`src/rtl/tp_pkg.sv`:
```
// Shared types for the crossing dispatcher: default widths, FSM states and
// the buffered crossing entry layout.
package tp_pkg;

  localparam int CNT_W_DEFAULT      = 6;
  localparam int FIFO_DEPTH_DEFAULT = 4;

  typedef enum logic [1:0] {
    IDLE  = 2'd0,
    START = 2'd1,
    ACK   = 2'd2,
    BUSY  = 2'd3
  } tp_state_e;

  typedef struct packed {
    logic [CNT_W_DEFAULT-1:0] a;
    logic [CNT_W_DEFAULT-1:0] b;
    logic [CNT_W_DEFAULT-1:0] c;
  } xing_entry_t;

endpackage

```
`src/rtl/tp_crossing_dispatch_if.sv`:
```
// Bundle of the writer-side push port and the processor-side handshake.
// master drives crossings and processor status; slave is the dispatcher.
interface tp_crossing_dispatch_if import tp_pkg::*; #(
  parameter int CNT_W      = CNT_W_DEFAULT,
  parameter int FIFO_DEPTH = FIFO_DEPTH_DEFAULT
);
  localparam int LVL_W = $clog2(FIFO_DEPTH) + 1;

  logic             xing_valid;
  logic             xing_ready;
  logic [CNT_W-1:0] cnt_a_in;
  logic [CNT_W-1:0] cnt_b_in;
  logic [CNT_W-1:0] cnt_c_in;
  logic             proc_bsy;
  logic             cnt_en_a;
  logic             cnt_en_b;
  logic             cnt_en_c;
  logic             start_proc;
  logic             zero_a;
  logic             zero_b;
  logic             zero_c;
  logic [CNT_W-1:0] trk_idx_a;
  logic [CNT_W-1:0] trk_idx_b;
  logic [CNT_W-1:0] trk_idx_c;
  logic             xing_done;
  logic [LVL_W-1:0] fifo_level;

  modport master (
    output xing_valid, cnt_a_in, cnt_b_in, cnt_c_in,
    output proc_bsy, cnt_en_a, cnt_en_b, cnt_en_c,
    input  xing_ready, start_proc, zero_a, zero_b, zero_c,
    input  trk_idx_a, trk_idx_b, trk_idx_c, xing_done, fifo_level
  );

  modport slave (
    input  xing_valid, cnt_a_in, cnt_b_in, cnt_c_in,
    input  proc_bsy, cnt_en_a, cnt_en_b, cnt_en_c,
    output xing_ready, start_proc, zero_a, zero_b, zero_c,
    output trk_idx_a, trk_idx_b, trk_idx_c, xing_done, fifo_level
  );

endinterface

```
`src/rtl/tp_xing_fifo.sv`:
```
// Small synchronous FIFO of crossing entries; the head entry is readable
// combinationally so a pop can load the counters on the same edge.
module tp_xing_fifo #(
  parameter  int WIDTH = 18,
  parameter  int DEPTH = 4,
  localparam int PTR_W = $clog2(DEPTH),
  localparam int LVL_W = PTR_W + 1
) (
  input  logic             clk,
  input  logic             res_n,
  input  logic             push,
  input  logic             pop,
  input  logic [WIDTH-1:0] wdata,
  output logic [WIDTH-1:0] rdata,
  output logic             full,
  output logic             empty,
  output logic [LVL_W-1:0] level
);

  logic [WIDTH-1:0] mem [DEPTH];
  logic [PTR_W-1:0] wr_ptr_reg;
  logic [PTR_W-1:0] rd_ptr_reg;
  logic [LVL_W-1:0] level_reg;
  logic             do_push;
  logic             do_pop;

  assign do_push = push && !full;
  assign do_pop  = pop && !empty;

  // Storage carries no reset; only pointers and level define validity.
  always_ff @(posedge clk) begin
    if (do_push) begin
      mem[wr_ptr_reg] <= wdata;
    end
  end

  always_ff @(posedge clk or negedge res_n) begin
    if (!res_n) begin
      wr_ptr_reg <= '0;
      rd_ptr_reg <= '0;
      level_reg  <= '0;
    end else begin
      if (do_push) begin
        wr_ptr_reg <= wr_ptr_reg + 1'b1;
      end
      if (do_pop) begin
        rd_ptr_reg <= rd_ptr_reg + 1'b1;
      end
      case ({do_push, do_pop})
        2'b10:   level_reg <= level_reg + 1'b1;
        2'b01:   level_reg <= level_reg - 1'b1;
        default: level_reg <= level_reg;
      endcase
    end
  end

  assign rdata = mem[rd_ptr_reg];
  assign full  = (level_reg == LVL_W'(DEPTH));
  assign empty = (level_reg == '0);
  assign level = level_reg;

endmodule

```
`src/rtl/tp_crossing_dispatch.sv`:
```
// Crossing dispatcher: queues per-crossing tracklet counts, hands one
// crossing at a time to the processor and serves its drain counters.
module tp_crossing_dispatch import tp_pkg::*; #(
  parameter int CNT_W      = CNT_W_DEFAULT,
  parameter int FIFO_DEPTH = FIFO_DEPTH_DEFAULT
) (
  input logic                   clk,
  input logic                   res_n,
  tp_crossing_dispatch_if.slave bus
);

  localparam int LVL_W = $clog2(FIFO_DEPTH) + 1;
  localparam int ENT_W = 3 * CNT_W;

  tp_state_e        state_reg;
  tp_state_e        state_next;
  logic             push;
  logic             pop;
  logic             full;
  logic             empty;
  logic [ENT_W-1:0] wdata;
  logic [ENT_W-1:0] rdata;
  logic [LVL_W-1:0] level;
  logic [2:0]       cnt_en;
  logic [CNT_W-1:0] cnt_val [3];
  logic             start_proc;
  logic             xing_done;

  assign push  = bus.xing_valid && !full;
  assign pop   = (state_reg == IDLE) && !empty && !bus.proc_bsy;
  assign wdata = {bus.cnt_a_in, bus.cnt_b_in, bus.cnt_c_in};

  tp_xing_fifo #(
    .WIDTH (ENT_W),
    .DEPTH (FIFO_DEPTH)
  ) u_fifo (
    .clk   (clk),
    .res_n (res_n),
    .push  (push),
    .pop   (pop),
    .wdata (wdata),
    .rdata (rdata),
    .full  (full),
    .empty (empty),
    .level (level)
  );

  always_ff @(posedge clk or negedge res_n) begin
    if (!res_n) begin
      state_reg <= IDLE;
    end else begin
      state_reg <= state_next;
    end
  end

  always_comb begin
    state_next = state_reg;
    start_proc = 1'b0;
    xing_done  = 1'b0;
    case (state_reg)
      IDLE: begin
        if (pop) begin
          state_next = START;
        end
      end
      START: begin
        start_proc = 1'b1;
        state_next = ACK;
      end
      ACK: begin
        if (bus.proc_bsy) begin
          state_next = BUSY;
        end
      end
      BUSY: begin
        if (!bus.proc_bsy) begin
          xing_done  = 1'b1;
          state_next = IDLE;
        end
      end
      default: state_next = IDLE;
    endcase
  end

  // Index 0/1/2 = block A/B/C; entry packs A in the most significant field.
  assign cnt_en = {bus.cnt_en_c, bus.cnt_en_b, bus.cnt_en_a};

  for (genvar gi = 0; gi < 3; gi++) begin : g_cnt
    logic [CNT_W-1:0] cnt_reg;
    logic [CNT_W-1:0] load_val;

    assign load_val = rdata[(3-gi)*CNT_W-1 -: CNT_W];

    // A pop load wins over a same-cycle decrement; zero saturates.
    always_ff @(posedge clk or negedge res_n) begin
      if (!res_n) begin
        cnt_reg <= '0;
      end else if (pop) begin
        cnt_reg <= load_val;
      end else if (cnt_en[gi] && (cnt_reg != '0)) begin
        cnt_reg <= cnt_reg - 1'b1;
      end
    end

    assign cnt_val[gi] = cnt_reg;
  end

  assign bus.xing_ready = !full;
  assign bus.fifo_level = level;
  assign bus.start_proc = start_proc;
  assign bus.xing_done  = xing_done;
  assign bus.trk_idx_a  = cnt_val[0];
  assign bus.trk_idx_b  = cnt_val[1];
  assign bus.trk_idx_c  = cnt_val[2];
  assign bus.zero_a     = (cnt_val[0] == '0);
  assign bus.zero_b     = (cnt_val[1] == '0);
  assign bus.zero_c     = (cnt_val[2] == '0);

endmodule

```
`src/flat_wrapper.sv`:
```
// flat-port wrapper written by rule: the top's interface ports become plain ports
module tp_crossing_dispatch_flat import tp_pkg::*;
#(
  parameter int CNT_W      = CNT_W_DEFAULT,
  parameter int FIFO_DEPTH = FIFO_DEPTH_DEFAULT
)
  (clk, res_n, bus_xing_valid, bus_cnt_a_in, bus_cnt_b_in, bus_cnt_c_in, bus_proc_bsy, bus_cnt_en_a, bus_cnt_en_b, bus_cnt_en_c, bus_xing_ready, bus_start_proc, bus_zero_a, bus_zero_b, bus_zero_c, bus_trk_idx_a, bus_trk_idx_b, bus_trk_idx_c, bus_xing_done, bus_fifo_level);
  tp_crossing_dispatch_if #(.CNT_W(CNT_W), .FIFO_DEPTH(FIFO_DEPTH)) bus_i ();
  input logic clk;
  input logic res_n;
  input wire logic [$bits(bus_i.xing_valid)-1:0] bus_xing_valid;
  input wire logic [$bits(bus_i.cnt_a_in)-1:0] bus_cnt_a_in;
  input wire logic [$bits(bus_i.cnt_b_in)-1:0] bus_cnt_b_in;
  input wire logic [$bits(bus_i.cnt_c_in)-1:0] bus_cnt_c_in;
  input wire logic [$bits(bus_i.proc_bsy)-1:0] bus_proc_bsy;
  input wire logic [$bits(bus_i.cnt_en_a)-1:0] bus_cnt_en_a;
  input wire logic [$bits(bus_i.cnt_en_b)-1:0] bus_cnt_en_b;
  input wire logic [$bits(bus_i.cnt_en_c)-1:0] bus_cnt_en_c;
  output wire logic [$bits(bus_i.xing_ready)-1:0] bus_xing_ready;
  output wire logic [$bits(bus_i.start_proc)-1:0] bus_start_proc;
  output wire logic [$bits(bus_i.zero_a)-1:0] bus_zero_a;
  output wire logic [$bits(bus_i.zero_b)-1:0] bus_zero_b;
  output wire logic [$bits(bus_i.zero_c)-1:0] bus_zero_c;
  output wire logic [$bits(bus_i.trk_idx_a)-1:0] bus_trk_idx_a;
  output wire logic [$bits(bus_i.trk_idx_b)-1:0] bus_trk_idx_b;
  output wire logic [$bits(bus_i.trk_idx_c)-1:0] bus_trk_idx_c;
  output wire logic [$bits(bus_i.xing_done)-1:0] bus_xing_done;
  output wire logic [$bits(bus_i.fifo_level)-1:0] bus_fifo_level;
  assign bus_i.xing_valid = bus_xing_valid;
  assign bus_i.cnt_a_in = bus_cnt_a_in;
  assign bus_i.cnt_b_in = bus_cnt_b_in;
  assign bus_i.cnt_c_in = bus_cnt_c_in;
  assign bus_i.proc_bsy = bus_proc_bsy;
  assign bus_i.cnt_en_a = bus_cnt_en_a;
  assign bus_i.cnt_en_b = bus_cnt_en_b;
  assign bus_i.cnt_en_c = bus_cnt_en_c;
  assign bus_xing_ready = bus_i.xing_ready;
  assign bus_start_proc = bus_i.start_proc;
  assign bus_zero_a = bus_i.zero_a;
  assign bus_zero_b = bus_i.zero_b;
  assign bus_zero_c = bus_i.zero_c;
  assign bus_trk_idx_a = bus_i.trk_idx_a;
  assign bus_trk_idx_b = bus_i.trk_idx_b;
  assign bus_trk_idx_c = bus_i.trk_idx_c;
  assign bus_xing_done = bus_i.xing_done;
  assign bus_fifo_level = bus_i.fifo_level;
  tp_crossing_dispatch #(.CNT_W(CNT_W), .FIFO_DEPTH(FIFO_DEPTH)) u_core (.clk(clk), .res_n(res_n), .bus(bus_i));
endmodule
```
`config.mk`:
```
export PLATFORM = sky130hd
export DESIGN_NAME = tp_crossing_dispatch_flat
export DESIGN_NICKNAME = d
export VERILOG_FILES = /design/src/rtl/tp_pkg.sv /design/src/rtl/tp_crossing_dispatch_if.sv /design/src/rtl/tp_xing_fifo.sv /design/src/rtl/tp_crossing_dispatch.sv /design/src/flat_wrapper.sv
export SDC_FILE = /design/constraint.sdc
export NUM_CORES = 1
export LEC_CHECK = 0
export BUFFER_PORTS_ARGS = -buffer_cell sky130_fd_sc_hd__buf_4
export CAP_MARGIN = 20
export CORE_MARGIN = 4
export CORE_UTILIZATION = 58
export CTS_CLUSTER_SIZE = 40
export DETAILED_ROUTE_END_ITERATION = 8
export GPL_TIMING_DRIVEN = 0
export PLACE_DENSITY = 0.83
export RECOVER_POWER = 25
export SETUP_SLACK_MARGIN = 0.05
export SLEW_MARGIN = 15
export SYNTH_ARGS = -nofsm -noshare
export SYNTH_HDL_FRONTEND = slang
export SYNTH_HIERARCHICAL = 1
export SYNTH_SLANG_ARGS = --single-unit
export TNS_END_PERCENT = 1
```
`constraint.sdc`:
```
create_clock -name clk -period 3.2 [get_ports clk]
set_clock_uncertainty 0.1 [all_clocks]
set_input_delay 0.96 -clock clk [delete_from_list [all_inputs] [get_ports clk]]
set_output_delay 0.96 -clock clk [all_outputs]
set_load 0.005 [all_outputs]
```
### After elaboration in Yosys (flattened, before gate mapping)

Memories as Yosys holds them, arrays and structs flattened.
Index checks and enable logic that the tools add are counted.
W data, S select, Z words.

* input port bits: 25
* output and inout bits: 27
* logic and storage cells: 64
* register bits: 27
* memories: 1
* RAM bits: 72

* reduce and logical (&&, ||, !) cells: 24
* muxes and demuxes: 16
* $add $sub $neg: 7
* eq/ne operators: 9

Memories
* u_core.u_fifo.mem: words 4, width 18, read ports 1, clocked after memory_dff 0, wr ports 1, RTL line tp_xing_fifo.sv:20 `logic [WIDTH-1:0] mem [DEPTH];`

Operator list (count)
* $mux W6: 6
* $logic_not A6 Y1: 3
* $reduce_bool A6 Y1: 3
* $sub A6 B1 Y6 const B: 3
* $logic_and A1 B1 Y1: 8
* $pmux W2 S4: 1
* $reduce_bool A2 Y1: 4
* $eq A2 B2 Y1 const B: 3
* $mux W2: 3
* $ne A2 B2 Y1 const B: 3
* $pmux W3 S2: 1
* $mux W1: 5
* $add A2 B1 Y2 const B: 2
* $eq A2 B1 Y1 const B: 2
* $add A3 B1 Y3 const B: 1
* $eq A3 B3 Y1 const B: 1
* $logic_not A1 Y1: 3
* $logic_not A3 Y1: 1
* $reduce_and A3 Y1: 1
* $sub A3 B1 Y3 const B: 1
* $logic_not A2 Y1: 1

### Longest topological paths before layout

Gate-level depths: netlist of run 1.

* depth in word-level cells: 7
* mapped depth: 13
* mapped depth without buffers: 12

### Modules after synthesis

The synthesis of run 1 kept the hierarchy.

By module, submodules not included
* tp_xing_fifo: times used 1, area an instance 3021.6 um^2, cells each 132, seq. area each 2337.2 um^2
* tp_crossing_dispatch: times used 1, area an instance 1312.5 um^2, cells each 149, seq. area each 500.5 um^2

### Worst setup path before layout of run 1

OpenSTA, ideal clock, no wires.

* path kind: input to register
* start point: in bus_proc_bsy
* end point: reg u_core.u_fifo.level_reg[2] (netlist: u_core/u_fifo/level[2])
* path buffers: 1
* arrival time: 2.710 ns
* stages: 10
* library setup time: 0.079 ns
* required time: 3.021 ns
* setup slack: 0.310 ns
* path through: or2_2 > clkinv_1 > buf_2 > o31a_2 > ha_1 > inv_1 > fa_1 > xor2_1 > nor2_1 > xor2_1

* word-level cells in the longest chain between the ends: 5
* elaborated cells between the ends (all ways): 7
* classes of those cells: eq/ne (2); mux (1); reduce/logical (4)

RTL lines
* start: declaration: RTL line flat_wrapper.sv:15 `input wire logic [$bits(bus_i.proc_bsy)-1:0] bus_proc_bsy;`
* $logic_not A1 Y1 (*): RTL line tp_crossing_dispatch.sv:30 `assign pop = (state_reg == IDLE) && !empty && !bus.proc_bsy;`
* $logic_and A1 B1 Y1 (*): RTL line tp_crossing_dispatch.sv:30
* named net u_core.pop: RTL line tp_crossing_dispatch.sv:18 `logic pop;`
* $logic_and A1 B1 Y1 (*): RTL line tp_xing_fifo.sv:28 `assign do_pop = pop && !empty;`
* named net u_core.u_fifo.do_pop: RTL line tp_xing_fifo.sv:25 `logic do_pop;`
* $eq A2 B1 Y1 or $eq A2 B2 Y1 (tied branches): RTL line tp_xing_fifo.sv:49 `case ({do_push, do_pop})`
* $pmux W3 S2 or $reduce_bool A2 Y1 (tied branches)
* end signal: assignment: RTL line tp_xing_fifo.sv:50 `2'b10: level_reg <= level_reg + 1'b1;`
* end signal: assignment: RTL line tp_xing_fifo.sv:51 `2'b01: level_reg <= level_reg - 1'b1;`
* end signal: assignment: RTL line tp_xing_fifo.sv:52 `default: level_reg <= level_reg;`
* end: declaration: RTL line tp_xing_fifo.sv:23 `logic [LVL_W-1:0] level_reg;`

Mark *: on every way through the listed nets, which the timed path passes. The rest lies on a longest branch.
A chain may end at the register's enable or synchronous reset.

### Final worst setup path of run 1

* start point: reg u_core.state_reg[0]
* end point: reg u_core.u_fifo.level_reg[2] (netlist: u_core/u_fifo/level[2])

* word-level cells in the longest chain between the ends: 6
* elaborated cells between the ends (all ways): 8
* classes of those cells: eq/ne (2); mux (1); reduce/logical (5)

RTL lines
* start: declaration: RTL line tp_crossing_dispatch.sv:15 `tp_state_e state_reg;`
* start signal: assignment: RTL line tp_crossing_dispatch.sv:52 `state_reg <= state_next;`
* $logic_not A2 Y1 (*): RTL line tp_crossing_dispatch.sv:30
* $logic_and A1 B1 Y1 (*) (2 in a row): RTL line tp_crossing_dispatch.sv:30
* named net u_core.pop: RTL line tp_crossing_dispatch.sv:18
* $logic_and A1 B1 Y1 (*): RTL line tp_xing_fifo.sv:28
* named net u_core.u_fifo.do_pop: RTL line tp_xing_fifo.sv:25
* $eq A2 B1 Y1 or $eq A2 B2 Y1 (tied branches): RTL line tp_xing_fifo.sv:49
* $pmux W3 S2 or $reduce_bool A2 Y1 (tied branches)

Marks and branches as above.

==> metrics, run 1 <==
status=finished clean; Hold WC Path Type=reg2reg; hpwl dp=5.42 mm; crit path kind=reg2reg; synthesized flop and latch total=99; FF-to-FF End=u_core/u_fifo/level[2]; EDFF count, synth=72; CP Max Fanout=10; Critical Path AT=3.15 ns; commonest non-fill, non-tap cell in the layout=edfxtp_1; synthesized cell area=4330 um2; CTS tree=built; hold buffers post-CTS=0; setup slack, reg-to-reg=0.23 ns; max reg flops=72; f_max=0.337 GHz; commonest non-fill, non-tap cells in the layout=72 x edfxtp_1, 41 x buf_4, 27 x dfrtp_1, 20 x nand2_1; Leak=1.90 nW; die area=8920 um2; Clock Latency Late Sink=0.35 ns; worst vdd ir=409 uV; Initial Util=59.8%; gr usage total=18.9%; Finished Layout Cells=447; GRT overflow=0; initial antenna violation count=0; cell count after synthesis=281; Worst Tran Pin Value=1.48 ns; clock root cell=clkbuf_8; # Post-CTS Setup Buffers=0; Biggest register=u_core/u_fifo/mem; critical path launch point type=flop; Async SR Flop Fraction=27.3%; Req. time, crit path=3.38 ns; I/O Pins=52; largest net degree at the start of global routing=28; synth warn=6; worst relative slew slack=1.35%; n_diodes=0; sequential fraction of design power=44.8%; Die Wd=94.4 um; Fin Setup TNS=0 ns; global-route wire length before repair=12.6 mm; Crit. End Element=flop; # setup viols final=0; Tmin final=2.97 ns; vias in the first global route=2595; Combinational Power Share=37.7%; share of cells above drive strength 1=27.6%; Post-synth top flop=edfxtp_1; port bufs=51; Max-Cap Viols=0; Hold WS=0.464 ns; CTS sink count=99; Initial DRT Pass Iterations=4; Util after Layout=69.0%; drt wl/cell=17.3 um; Avg Cell Area, Syn=15.4 um2; Reg2Reg Depth=13; total power=0.00453 W; synth unique cells=48; post-route ant nets=0; Slew Limit Fails=0; Core ar.=7250 um2; end of the critical path=u_core/u_fifo/level[2]; DR DRC count=0; Power Internal=0.00297 W; Nets=384; RSZ-0062 raised after global routing=no; placed insts=431; final-report hold violation count=0; Avg Vias per Cell=5.57; Inserted Clock Buffers=9; H-tree levels=3; reg2reg start=u_core/state_reg[0]; initial drt markers=95; Area Overhead vs Synth=15.5%; clk slew on worst S/H paths=0.09 ns; sw frac=34.3%; sequential element share of the synthesized area=65.5%; Rows=31; hold path depth=1; Clock power frac=17.5%; routability cong.=0.899; final WL=7.73 mm; Critical Path Start=u_core/state_reg[0]; via count=2492; Net Count, Synth=322; pwr/cell area=904 nW/um2; clock buffer depth=2; Vert. Die Dim=94.4 um; Tcrit/Tclk final=92.7%; P_sw=0.00155 W
==> worst min path at each step <==
stage,end,startpoint
final,u_core/u_fifo/level[2],u_core/u_fifo/level[2]
after global routing,u_core/u_fifo/level[2],u_core/u_fifo/level[2]
after CTS,u_core/u_fifo/wr_ptr_reg[1],res_n
after detailed placement,u_core/u_fifo/level[2],u_core/u_fifo/level[2]
after global placement,u_core/u_fifo/level[2],u_core/u_fifo/level[2]
after floorplan,u_core/u_fifo/level[2],u_core/u_fifo/level[2]
==> through the flow <==
step / setup slack (ns) / instance area [um2]
finish: 0.232 / 5010
global route: 0.0576 / 5010
CTS: 0.182 / 5040
detailed placement: -0.0657 / 4840
global placement: -0.0650 / 4840
floorplan: 0.310 / 4330
==> layout make-up <==
class	instances	area (um2)
repair buffers	51	345
flip-flops and latches	99	2840
well taps	99	124
multi-input cells	156	1390
fillers	503	2250
clock inverters	7	76.3
clock buffers	9	124
inverters	19	71.3
plain buffers	7	36.3
==> power by group through the flow <==
stage,Combinational [W],Clock (W),Sequential (W)
after global routing,0.00189,0.000861,0.00208
after global placement,0.00167,0,0.00203
after CTS,0.00173,0.000807,0.00203
after detailed placement,0.00172,0,0.00206
after floorplan,0.00114,0,0.00201
final,0.00171,0.000790,0.00203
==> worst max-delay path: stages (launching register included) <==
cell,delay (ns)
dfrtp_1,0.43
inv_1,0.12
ha_1,0.23
nand2b_1,0.08
or2_2,0.31
clkinv_1,0.18
clkbuf_4,0.24
o31a_2,0.19
ha_1,0.19
inv_1,0.06
fa_1,0.37
xor2_1,0.15
nor2_1,0.11
xor2_1,0.15
==> layer usage <==
layer  vias to the layer above  share of wire, %  track usage, %
li1                       1191                 -               -
met1                      1236                44            24.4
met2                        57                50            32.0
met3                         8               4.6            3.19
met4                         0               1.1            7.70
met5                         -                 0               0
==> cell usage after synthesis (2+ instances only) <==
master | count | area (um2)
nor3_1 | 4 | 20.0
mux2i_1 | 3 | 30.0
buf_2 | 6 | 30.0
a21oi_1 | 10 | 50.1
xnor2_1 | 6 | 52.6
dfrtp_1 | 27 | 676
nor2_1 | 10 | 37.5
a21boi_0 | 2 | 15.0
mux4_2 | 18 | 405
nand2b_1 | 2 | 12.5
xor2_1 | 3 | 26.3
nor2b_1 | 3 | 18.8
or4_1 | 2 | 15.0
nand3_1 | 6 | 30.0
inv_1 | 18 | 67.6
and2_1 | 2 | 12.5
edfxtp_1 | 72 | 2160
o31ai_1 | 2 | 15.0
a211oi_1 | 3 | 22.5
o31a_2 | 2 | 20.0
nand2_1 | 20 | 75.1
and3_2 | 4 | 30.0
o21ai_0 | 13 | 65.1
nand4_1 | 3 | 18.8
ha_1 | 15 | 188
or3_1 | 3 | 18.8
==> kinds of logic (layout without fill, tap and decap cells) <==
kind of cell	count (synthesis)	after routing	synth area share, %
flops	99	99	65.5
simple gates	68	68	8.81
compound gates	41	41	6.29
buf+inv	26	93	2.42
mux	22	22	10.4
fa+ha+maj	16	16	4.79
xor+xnor	9	9	1.82
==> timing repair <==
| item | CTS | global route |
|---|---|---|
| resized for setup | 0 | 1 |
| hold endpoints to repair | 0 | 0 |
| setup endpoints to repair | 0 | 1 |
(Power assumes the default switching activity.)
==> run 2: changes to the inputs <==
--- a/config.mk
+++ b/config.mk
@@ -8,11 +8,12 @@
 export BUFFER_PORTS_ARGS = -buffer_cell sky130_fd_sc_hd__buf_4
 export CAP_MARGIN = 20
 export CORE_MARGIN = 4
-export CORE_UTILIZATION = 58
+export CORE_UTILIZATION = 60
+export CTS_BUF_LIST = sky130_fd_sc_hd__clkbuf_8
 export CTS_CLUSTER_SIZE = 40
 export DETAILED_ROUTE_END_ITERATION = 8
 export GPL_TIMING_DRIVEN = 0
-export PLACE_DENSITY = 0.83
+export PLACE_DENSITY = 0.85
 export RECOVER_POWER = 25
 export SETUP_SLACK_MARGIN = 0.05
 export SLEW_MARGIN = 15
==> metrics, run 2 (synthesized netlist as in run 1, its figures left out) <==
Finished Layout Cells=445; RSZ-0062 raised after global routing=no; Rows=30; area of the multi-input gates=1390 um2; GRT overflow=0; Req. time, crit path=3.37 ns; Place WS=-0.187 ns; status=complete, but fails checks; Crit. End Element=flop; Inserted Clock Buffers=9; max reg flops=72; Die Wd=93.0 um; drt wl/cell=16.7 um; final WL=7.44 mm; slowest CP cell=dfrtp_1; DR DRC count=0; Util after Layout=72.5%; gr usage total=18.4%; Clock Latency Late Sink=0.35 ns; worst relative slew slack=-2.81%; failing checks=capacitance limit, slew limit; worst vdd ir=378 uV; Avg Vias per Cell=5.58; Hold WS=0.477 ns; post-route ant nets=0; Vert. Die Dim=93.0 um; initial antenna violation count=0; CTS sink count=99; routability cong.=0.887; Worst Tran Pin Value=1.54 ns; H-tree levels=3; commonest non-fill, non-tap cell in the layout=edfxtp_1; Critical Path AT=3.13 ns; hpwl dp=5.18 mm; port bufs=51; Initial DRT Pass Iterations=4; critical path's largest stage delay=0.42 ns; # setup viols final=0; CP Buf/Inv Count=4; hold buffers post-CTS=0; Combinational Power Share=38.1%; Largest delay share family, worst path=adder cells; pwr/cell area=897 nW/um2; Clock power frac=17.0%; Fin Setup TNS=0 ns; sequential fraction of design power=44.9%; Slew Limit Fails=28; Max-Cap Viols=1; Filler cells=467; initial drt markers=150; area taken by flip-flops and latches=2840 um2; Leak=1.91 nW; Area Overhead vs Synth=15.6%; via count=2482; sw frac=33.9%; share of cells above drive strength 1=27.8%; setup slack, reg-to-reg=0.24 ns; Tmin final=2.96 ns; vias in the first global route=2417; clock buffer depth=2; Final WS setup=0.239 ns; clock root cell=clkbuf_8; Biggest register=u_core/u_fifo/mem; global-route wire length before repair=12.0 mm; CP Max Fanout=10; largest net degree at the start of global routing=28; crit path kind=reg2reg; die area=8650 um2; Power Internal=0.00297 W; Initial Util=62.8%; commonest non-fill, non-tap cells in the layout=72 x edfxtp_1, 43 x buf_4, 27 x dfrtp_1, 20 x nand2_1; placed insts=428; Core ar.=6910 um2; CTS tree=built; Tcrit/Tclk final=92.5%; critical path launch point type=flop; n_diodes=0; Hold WC Path Type=reg2reg; I/O Pins=52; final-report hold violation count=0; P_sw=0.00152 W; clk slew on worst S/H paths=0.08 ns; Nets=385; Cell Chain, Critical Path=inv_1, ha_1, nand2b_1, or2_2, clkinvlp_4, clkbuf_4, o31a_2, ha_1, inv_1, fa_1, xor2_1, nor2_1, xor2_1; f_max=0.338 GHz
run 2: metal layers:
metal  routed length (um)  part of all wire, %  vias up  GRT usage [%]
met5                    0                    0        -              0
met4                  127                  1.7        0           8.06
met3                  333                  4.5       11           3.38
met2                 3580                   48       53           28.6
met1                 3400                   46     1227           25.8
li1                     -                    -     1191              -
run 2: worst paths after layout:
path,from,to,cells past startpoint
min in group asynchronous,res_n,u_core/bus.trk_idx_c[3],1
worst min-delay path,u_core/u_fifo/level[2],u_core/u_fifo/level[2],1
worst max-delay path,u_core/state_reg[0],u_core/u_fifo/level[2],13
max in group asynchronous,res_n,u_core/state_reg[0],1
worst min register to register,u_core/u_fifo/level[2],u_core/u_fifo/level[2],1
worst max register to register,u_core/state_reg[0],u_core/u_fifo/level[2],13
run 2: per-stage QoR:
step	instance area, um2	total power, W
after floorplan	4330	0.00315
after global placement	4840	0.00369
after detailed placement	4840	0.00376
after CTS	5030	0.00453
after global routing	5010	0.00481
final	5010	0.00449
run 2: repair_timing:
action                     4_1_cts  5_1_grt
setup endpoints to repair        0        1
gates resized for setup          0        2
setup buffers                    0        1
hold endpoints to repair         0        0
run 2: power by group through the flow:
| stage | clock (W) | sequential (W) | combinational, W |
|---|---|---|---|
| after global routing | 0.000844 | 0.00207 | 0.00190 |
| after CTS | 0.000789 | 0.00202 | 0.00172 |
| after detailed placement | 0 | 0.00205 | 0.00171 |
| final | 0.000766 | 0.00202 | 0.00171 |
| after global placement | 0 | 0.00203 | 0.00166 |
| after floorplan | 0 | 0.00201 | 0.00114 |
run 2: final cells by class:
| type | instances | share of cell area [%] |
|---|---|---|
| plain buffers | 7 | 0.724 |
| clock buffers | 9 | 2.47 |
| clock inverters | 7 | 1.35 |
| inverters | 19 | 1.50 |
| multi-input cells | 156 | 27.8 |
| flip-flops and latches | 99 | 56.7 |
| well taps | 96 | 2.40 |
| repair buffers | 52 | 7.12 |
